`config.mk`:
```
export PLATFORM = sky130hd
export DESIGN_NAME = clk_divider
export DESIGN_NICKNAME = d
export VERILOG_FILES = /design/src/rtl/clk_div_pkg.sv /design/src/rtl/clk_divider.sv
export SDC_FILE = /design/constraint.sdc
export NUM_CORES = 1
export LEC_CHECK = 0
export BUFFER_PORTS_ARGS = -buffer_cell sky130_fd_sc_hd__buf_2
export CAP_MARGIN = 20
export CELL_PAD_IN_SITES_DETAIL_PLACEMENT = 1
export CELL_PAD_IN_SITES_GLOBAL_PLACEMENT = 2
export CORE_ASPECT_RATIO = 0.9
export CORE_MARGIN = 4
export CORE_UTILIZATION = 39
export CTS_BUF_LIST = sky130_fd_sc_hd__clkbuf_2
export CTS_CLUSTER_DIAMETER = 40
export DETAILED_ROUTE_END_ITERATION = 10
export HOLD_SLACK_MARGIN = 0.08
export PLACE_DENSITY_LB_ADDON = 0.1
export SLEW_MARGIN = 20
export SYNTH_ARGS = -nofsm -noshare
export SYNTH_HDL_FRONTEND = slang
export SYNTH_SLANG_ARGS = --single-unit
```
`constraint.sdc`:
```
create_clock -name clock_in -period 9.5 [get_ports clock_in]
set_input_delay 1.9 -clock clock_in [delete_from_list [all_inputs] [get_ports clock_in]]
set_output_delay 1.9 -clock clock_in [all_outputs]
set_load 0.01 [all_outputs]
```
`src/rtl/clk_div_pkg.sv`:
```
// Shared constants and helpers for the integer clock divider.
package clk_div_pkg;

    // Default counter / divisor width.
    localparam int CNT_W_DEF = 28;

    // Smallest usable divide ratio; anything below behaves as this.
    localparam int DIV_MIN = 2;

    typedef logic [CNT_W_DEF-1:0] div_t;

    // Clamp a raw divisor to the smallest ratio the divider can produce.
    function automatic div_t eff_div(input div_t n);
        return (n < div_t'(DIV_MIN)) ? div_t'(DIV_MIN) : n;
    endfunction

endpackage

```
`src/rtl/clk_divider.sv`:
```
// Synchronous integer clock divider with glitch-free run-time reload and
// rise/fall edge strobes in the master clock domain.
module clk_divider
    import clk_div_pkg::*;
#(
    parameter int               CNT_W   = CNT_W_DEF,
    parameter logic [CNT_W-1:0] DIVISOR = CNT_W'(4)
) (
    input  logic             clock_in,
    input  logic             rst,
    input  logic             enable,
    input  logic             div_load,
    input  logic [CNT_W-1:0] div_value,
    output logic             clock_out,
    output logic             rise_tick,
    output logic             fall_tick,
    output logic [CNT_W-1:0] div_active
);

    // Clamp a raw divisor at this instance's counter width.
    function automatic logic [CNT_W-1:0] clamp_div(input logic [CNT_W-1:0] n);
        return (n < CNT_W'(DIV_MIN)) ? CNT_W'(DIV_MIN) : n;
    endfunction

    logic [CNT_W-1:0] cnt;
    logic [CNT_W-1:0] n_act;
    logic [CNT_W-1:0] n_pend;
    logic             pend_vld;

    logic [CNT_W-1:0] n_eff;
    logic [CNT_W-1:0] n_half;
    logic             wrap;
    logic [CNT_W-1:0] cnt_next;

    // Next-count arithmetic; cnt never exceeds n_eff-1, so cnt+1 cannot overflow.
    always_comb begin
        n_eff    = clamp_div(n_act);
        n_half   = n_eff >> 1;
        wrap     = (cnt == n_eff - CNT_W'(1));
        cnt_next = wrap ? '0 : cnt + CNT_W'(1);
    end

    // Counter, divided output, edge strobes and divisor switch at the period boundary.
    always_ff @(posedge clock_in) begin
        if (rst) begin
            cnt       <= '0;
            clock_out <= 1'b0;
            rise_tick <= 1'b0;
            fall_tick <= 1'b0;
            n_act     <= DIVISOR;
        end else if (enable) begin
            cnt       <= cnt_next;
            clock_out <= (cnt_next >= n_half);
            rise_tick <= (cnt_next == n_half);
            fall_tick <= wrap;
            if (wrap && pend_vld) begin
                n_act <= n_pend;
            end
        end else begin
            rise_tick <= 1'b0;
            fall_tick <= 1'b0;
        end
    end

    // Pending-divisor capture; a load in the wrap cycle stays pending for the next wrap.
    always_ff @(posedge clock_in) begin
        if (rst) begin
            n_pend   <= DIVISOR;
            pend_vld <= 1'b0;
        end else if (div_load) begin
            n_pend   <= div_value;
            pend_vld <= 1'b1;
        end else if (enable && wrap) begin
            pend_vld <= 1'b0;
        end
    end

    assign div_active = n_act;

endmodule

```
==> Flow_metrics.wiki <==
{| class="wikitable"
! Metric !! Value
|-
| Status || finished, final reports clean
|-
| Psw || 206.4 uW
|-
| Required time of the critical path || 10.06 ns
|-
| Maximum number of buffers from clock root to sink || 2
|-
| Final hold violations || 0
|-
| Maximum level of the CTS H-tree || 3
|-
| RSZ-0062 raised after global routing || no
|-
| Reg2Reg Setup Slack || about 3 ns
|-
| Setup Fix Bufs, Post-CTS || 0
|-
| Final critical-path setup slack || ~3.0 ns
|-
| Net count after synthesis || between 700 and 800
|-
| Root cell of the clock tree || sky130_fd_sc_hd__clkbuf_2
|-
| Achievable clock frequency || roughly 150 MHz
|-
| Insertion delay to the later sink of the worst-skew pair || about 0.64 ns
|-
| CTS tree || yes
|-
| Final WL || about 18000 um
|-
| Clock transition at the register clock pins on the worst setup and hold paths after CTS || around 0.33 ns
|-
| P_leak || 2.585 nW
|-
| Worst stage delay on the critical path || about 0.57 ns
|-
| Most common cell after layout, fill and taps aside || sky130_fd_sc_hd__dfxtp_1
|-
| Worst min-delay path class || reg -> reg
|-
| Pre-Repair DR Iteration Count || 5
|-
| Fillers || ~1800
|-
| FFs w/ async S/R, synth || 0%
|-
| Chip width || approximately 140 um
|-
| Layout net count || between 700 and 800
|-
| DRC violation total after the first TritonRoute iteration || about 350
|-
| Hold Path Cell Cnt || 2
|-
| Sum of net half-perimeters after detailed placement || ~14000 um
|-
| Total routing resource utilization after global routing || between 20% and 30%
|-
| Compound-gate portion of the synthesized area || about an eighth
|-
| Starting Density || about two fifths
|-
| Synthesis-stage register bit count || 88
|-
| Share of the synthesized netlist area taken by xor and xnor gates || ~13%
|-
| Area of the mapped netlist || about 0.0058 sq mm
|-
| Post-synth top area share || a little under a third
|-
| Via-to-Cell Ratio || between 5 and 6
|-
| Worst Min Path Start || n_pend[13]
|-
| Post-DRT Antenna Nets || 0
|-
| Synthesized-area fraction occupied by and/or/nand/nor cells || between 20% and 30%
|-
| Largest cells by area after synthesis || sky130_fd_sc_hd__dfxtp_1, sky130_fd_sc_hd__xor2_1, sky130_fd_sc_hd__ha_1, sky130_fd_sc_hd__xnor2_1, sky130_fd_sc_hd__nand4_1
|-
| Antenna violations before repair || 1
|-
| Adder-Cell Fraction of Synth Area || under 10%
|-
| Internal Pwr Total || roughly 470 uW
|-
| Number of buffer cells added on primary ports || 62
|-
| Number of synthesized flops with an enable pin || 0
|-
| Worst IR Drop VDD || between 60 and 70 uV
|-
| Worst Max-Slew Pin Slew || 1.082 ns
|-
| Maximum clock skew at final layout || around 0.051 ns
|-
| Maximum fanout along the worst path || between 50 and 60
|-
| Setup TNS Final || 0 ns
|-
| FF-to-FF Start || div_active[19]
|-
| Main combinational cell family by area after synthesis || simple AND/OR/NAND/NOR gates
|-
| Switching share of power || between 30% and 40%
|-
| Pin count of the biggest net entering global routing || 60
|-
| Cts bufs inserted || 9
|-
| Number of hold-repair buffers added at the cts stage || 0
|-
| Via count || about 5200
|-
| Via count of the first global-routing pass || about 5200
|-
| Mean post-synth cell area || slightly above 8 sq um
|-
| Period minus WS final || between 6 and 7 ns
|-
| Slowest cell on the critical path || sky130_fd_sc_hd__or4_1
|-
| Cell area power density || ~110 mW/mm^2
|-
| Clock Sink Count || 88
|-
| Relative contribution of combinational cells to total power || a little under a tenth
|-
| Placement Rows || 41
|-
| Number of violations of the max-capacitance limit || 0
|-
| Routed wirelength normalized by instance count || ~20 um
|-
| Number of design rule violations left after detail routing || 0
|-
| Part of the total power dissipated in sequential elements || a little under three fifths
|-
| Number of instances in the synthesized netlist || between 700 and 800
|-
| Flip-flop and latch area || between 0.0015 and 0.002 sq mm
|-
| Share of cell area taken by muxes after synthesis || under 10%
|-
| Overall overflow remaining after global route || 0
|-
| Startpoint of the worst setup timing path || div_active[19]
|-
| Share of cells above drive strength 1 || 15.92%
|-
| Number of cells traversed by the worst register-to-register path || 22
|-
| Total die area || roughly 0.017 sq mm
|-
| Type of the setup path with the least slack || reg -> reg
|-
| Global placement routability congestion || ~0.94
|-
| Headroom to the max-slew limit || 27.62%
|-
| Post-synthesis to final-layout area growth || 8.317%
|-
| Count of pins over their slew limit || 0
|-
| Tcrit/Tclk final || 68.35%
|-
| Area of the multi-input gates || ~0.0037 sq mm
|-
| Area of the core || about 0.014 sq mm
|-
| Number of endpoints failing setup at the final stage || 0
|-
| Type of destination of the critical path || flip-flop
|-
| First-pass GRT wire length || between 20000 and 30000 um
|-
| Number of library cell types mapped by synthesis || 62
|-
| Worst-case hold path end point || div_active[13]
|-
| Ys flop type || sky130_fd_sc_hd__dfxtp_1
|-
| Commonest cells after routing, fill and taps aside || sky130_fd_sc_hd__dfxtp_1, sky130_fd_sc_hd__nor2_1, sky130_fd_sc_hd__buf_2, sky130_fd_sc_hd__nand4_1, sky130_fd_sc_hd__xor2_1
|-
| Portion of the post-synthesis area used by sequential elements || a little under a third
|-
| Critical path arrival || just over 7 ns
|-
| Number of top-level design ports || between 60 and 70
|-
| Quantity of gates resized following cts || 0
|-
| Endpoint of the worst register-to-register path || clock_out
|-
| Clock Power Share || between 30% and 40%
|-
| Synthesis warning total || 0
|-
| List of cells traversed by the critical path || nor4_4 -> nand3_2 -> o31ai_1 -> ha_1 -> nor3b_2 -> nand4_1 -> or4_1 -> a2111oi_0 -> nor4b_2 -> nand4b_1 -> a2111oi_4 -> buf_4 -> nor2b_1 -> ha_1 -> nor2b_1 -> o21a_1 -> o21ai_0 -> nand3b_1 -> a221oi_1 -> o21ai_0 -> a21oi_1 -> a311oi_1
|-
| Minimum setup slack after placement || 2.999 ns
|-
| Largest area contributor in the synthesized netlist || sky130_fd_sc_hd__dfxtp_1
|-
| Sort of element at the start of the critical path || flip-flop
|-
| Die Y-Extent || 123.6 um
|}
-- sequential cells by signal, summed over array words and instances, names as in the netlist --
register / count
cnt: 28
fall_tick: 1
n_pend: 28
div_active: 28
pend_vld: 1
rise_tick: 1
clock_out: 1
-- through the flow --
stage	cells	power, mW	hold slack, ns	util, %	instance area (sq um)
6_report	935	0.6798	0.4619	43.99	6274
5_1_grt	935	0.7146	0.5000	43.99	6274
4_1_cts	934	0.6923	0.4868	43.94	6266
3_5_place_dp	918	0.4564	0.4673	42.95	6126
3_3_place_gp	918	0.4542	0.4611	42.95	6126
2_1_floorplan	716	0.4363	0.4420	-	5792
-- critical path, delay by kind of cell (launching register included) --
family	cells	cell delay (ns)
AOI/OAI and AO/OA	9	2.03
and+or+nand+nor	10	2.73
buffers and inverters	1	0.55
DFF	1	0.48
adders and majority gates	2	0.63
-- kinds of logic after synthesis --
group / count (synthesis)
multiplexers: 33
XOR/XNOR: 84
AO/OA/AOI/OAI: 118
buffers and inverters: 89
AND/OR/NAND/NOR: 275
adder cells (fa/ha/maj): 29
flip-flops: 88
-- synthesized netlist by cell type, drive strengths merged (5+ instances only) --
cell,instances
nand4,50
a21o,6
ha,29
nor3,19
or3,5
inv,31
nand3,26
buf,16
nor2b,6
xor2,48
and3,11
mux2i,31
nor4,8
nand2,31
clkbuf,42
and4,5
xnor2,36
a21oi,40
nor2,97
dfxtp,88
o21ai,40
-- power by group through the flow --
stage	combinational (mW)	sequential [mW]	clock, mW
CTS	0.0629	0.387	0.242
global placement	0.0610	0.393	0
finish	0.0625	0.387	0.230
detailed placement	0.0627	0.394	0
floorplan	0.0452	0.391	0
global route	0.0697	0.389	0.256
-- worst max-delay path by stage --
stage	endpoint	slack [ns]	cells after the start
after floorplan	clock_out	4.19	23
after detailed placement	clock_out	3.00	23
final	clock_out	3.01	22
after CTS	clock_out	2.99	23
after global placement	clock_out	3.23	23
after global routing	clock_out	2.42	22
-- area by class of cell --
type,instances,area share (%)
Antenna cell,1,0.03989
Clock buffer,9,0.7180
Clock inverter,7,1.516
Inverter,31,1.855
Multi-Input combinational cell,539,58.40
Sequential cell,88,28.08
Tap cell,193,3.849
Timing Repair Buffer,67,5.544
-- metal layers --
layer  vias up  GRT usage [%]  wire, um
met5         -              0         0
met4         0          5.919       257
met3        18          4.847       847
met2       104          33.32      7842
met1      2521          33.85      9455
li1       2560              -         -
(Power assumes the default switching activity.)
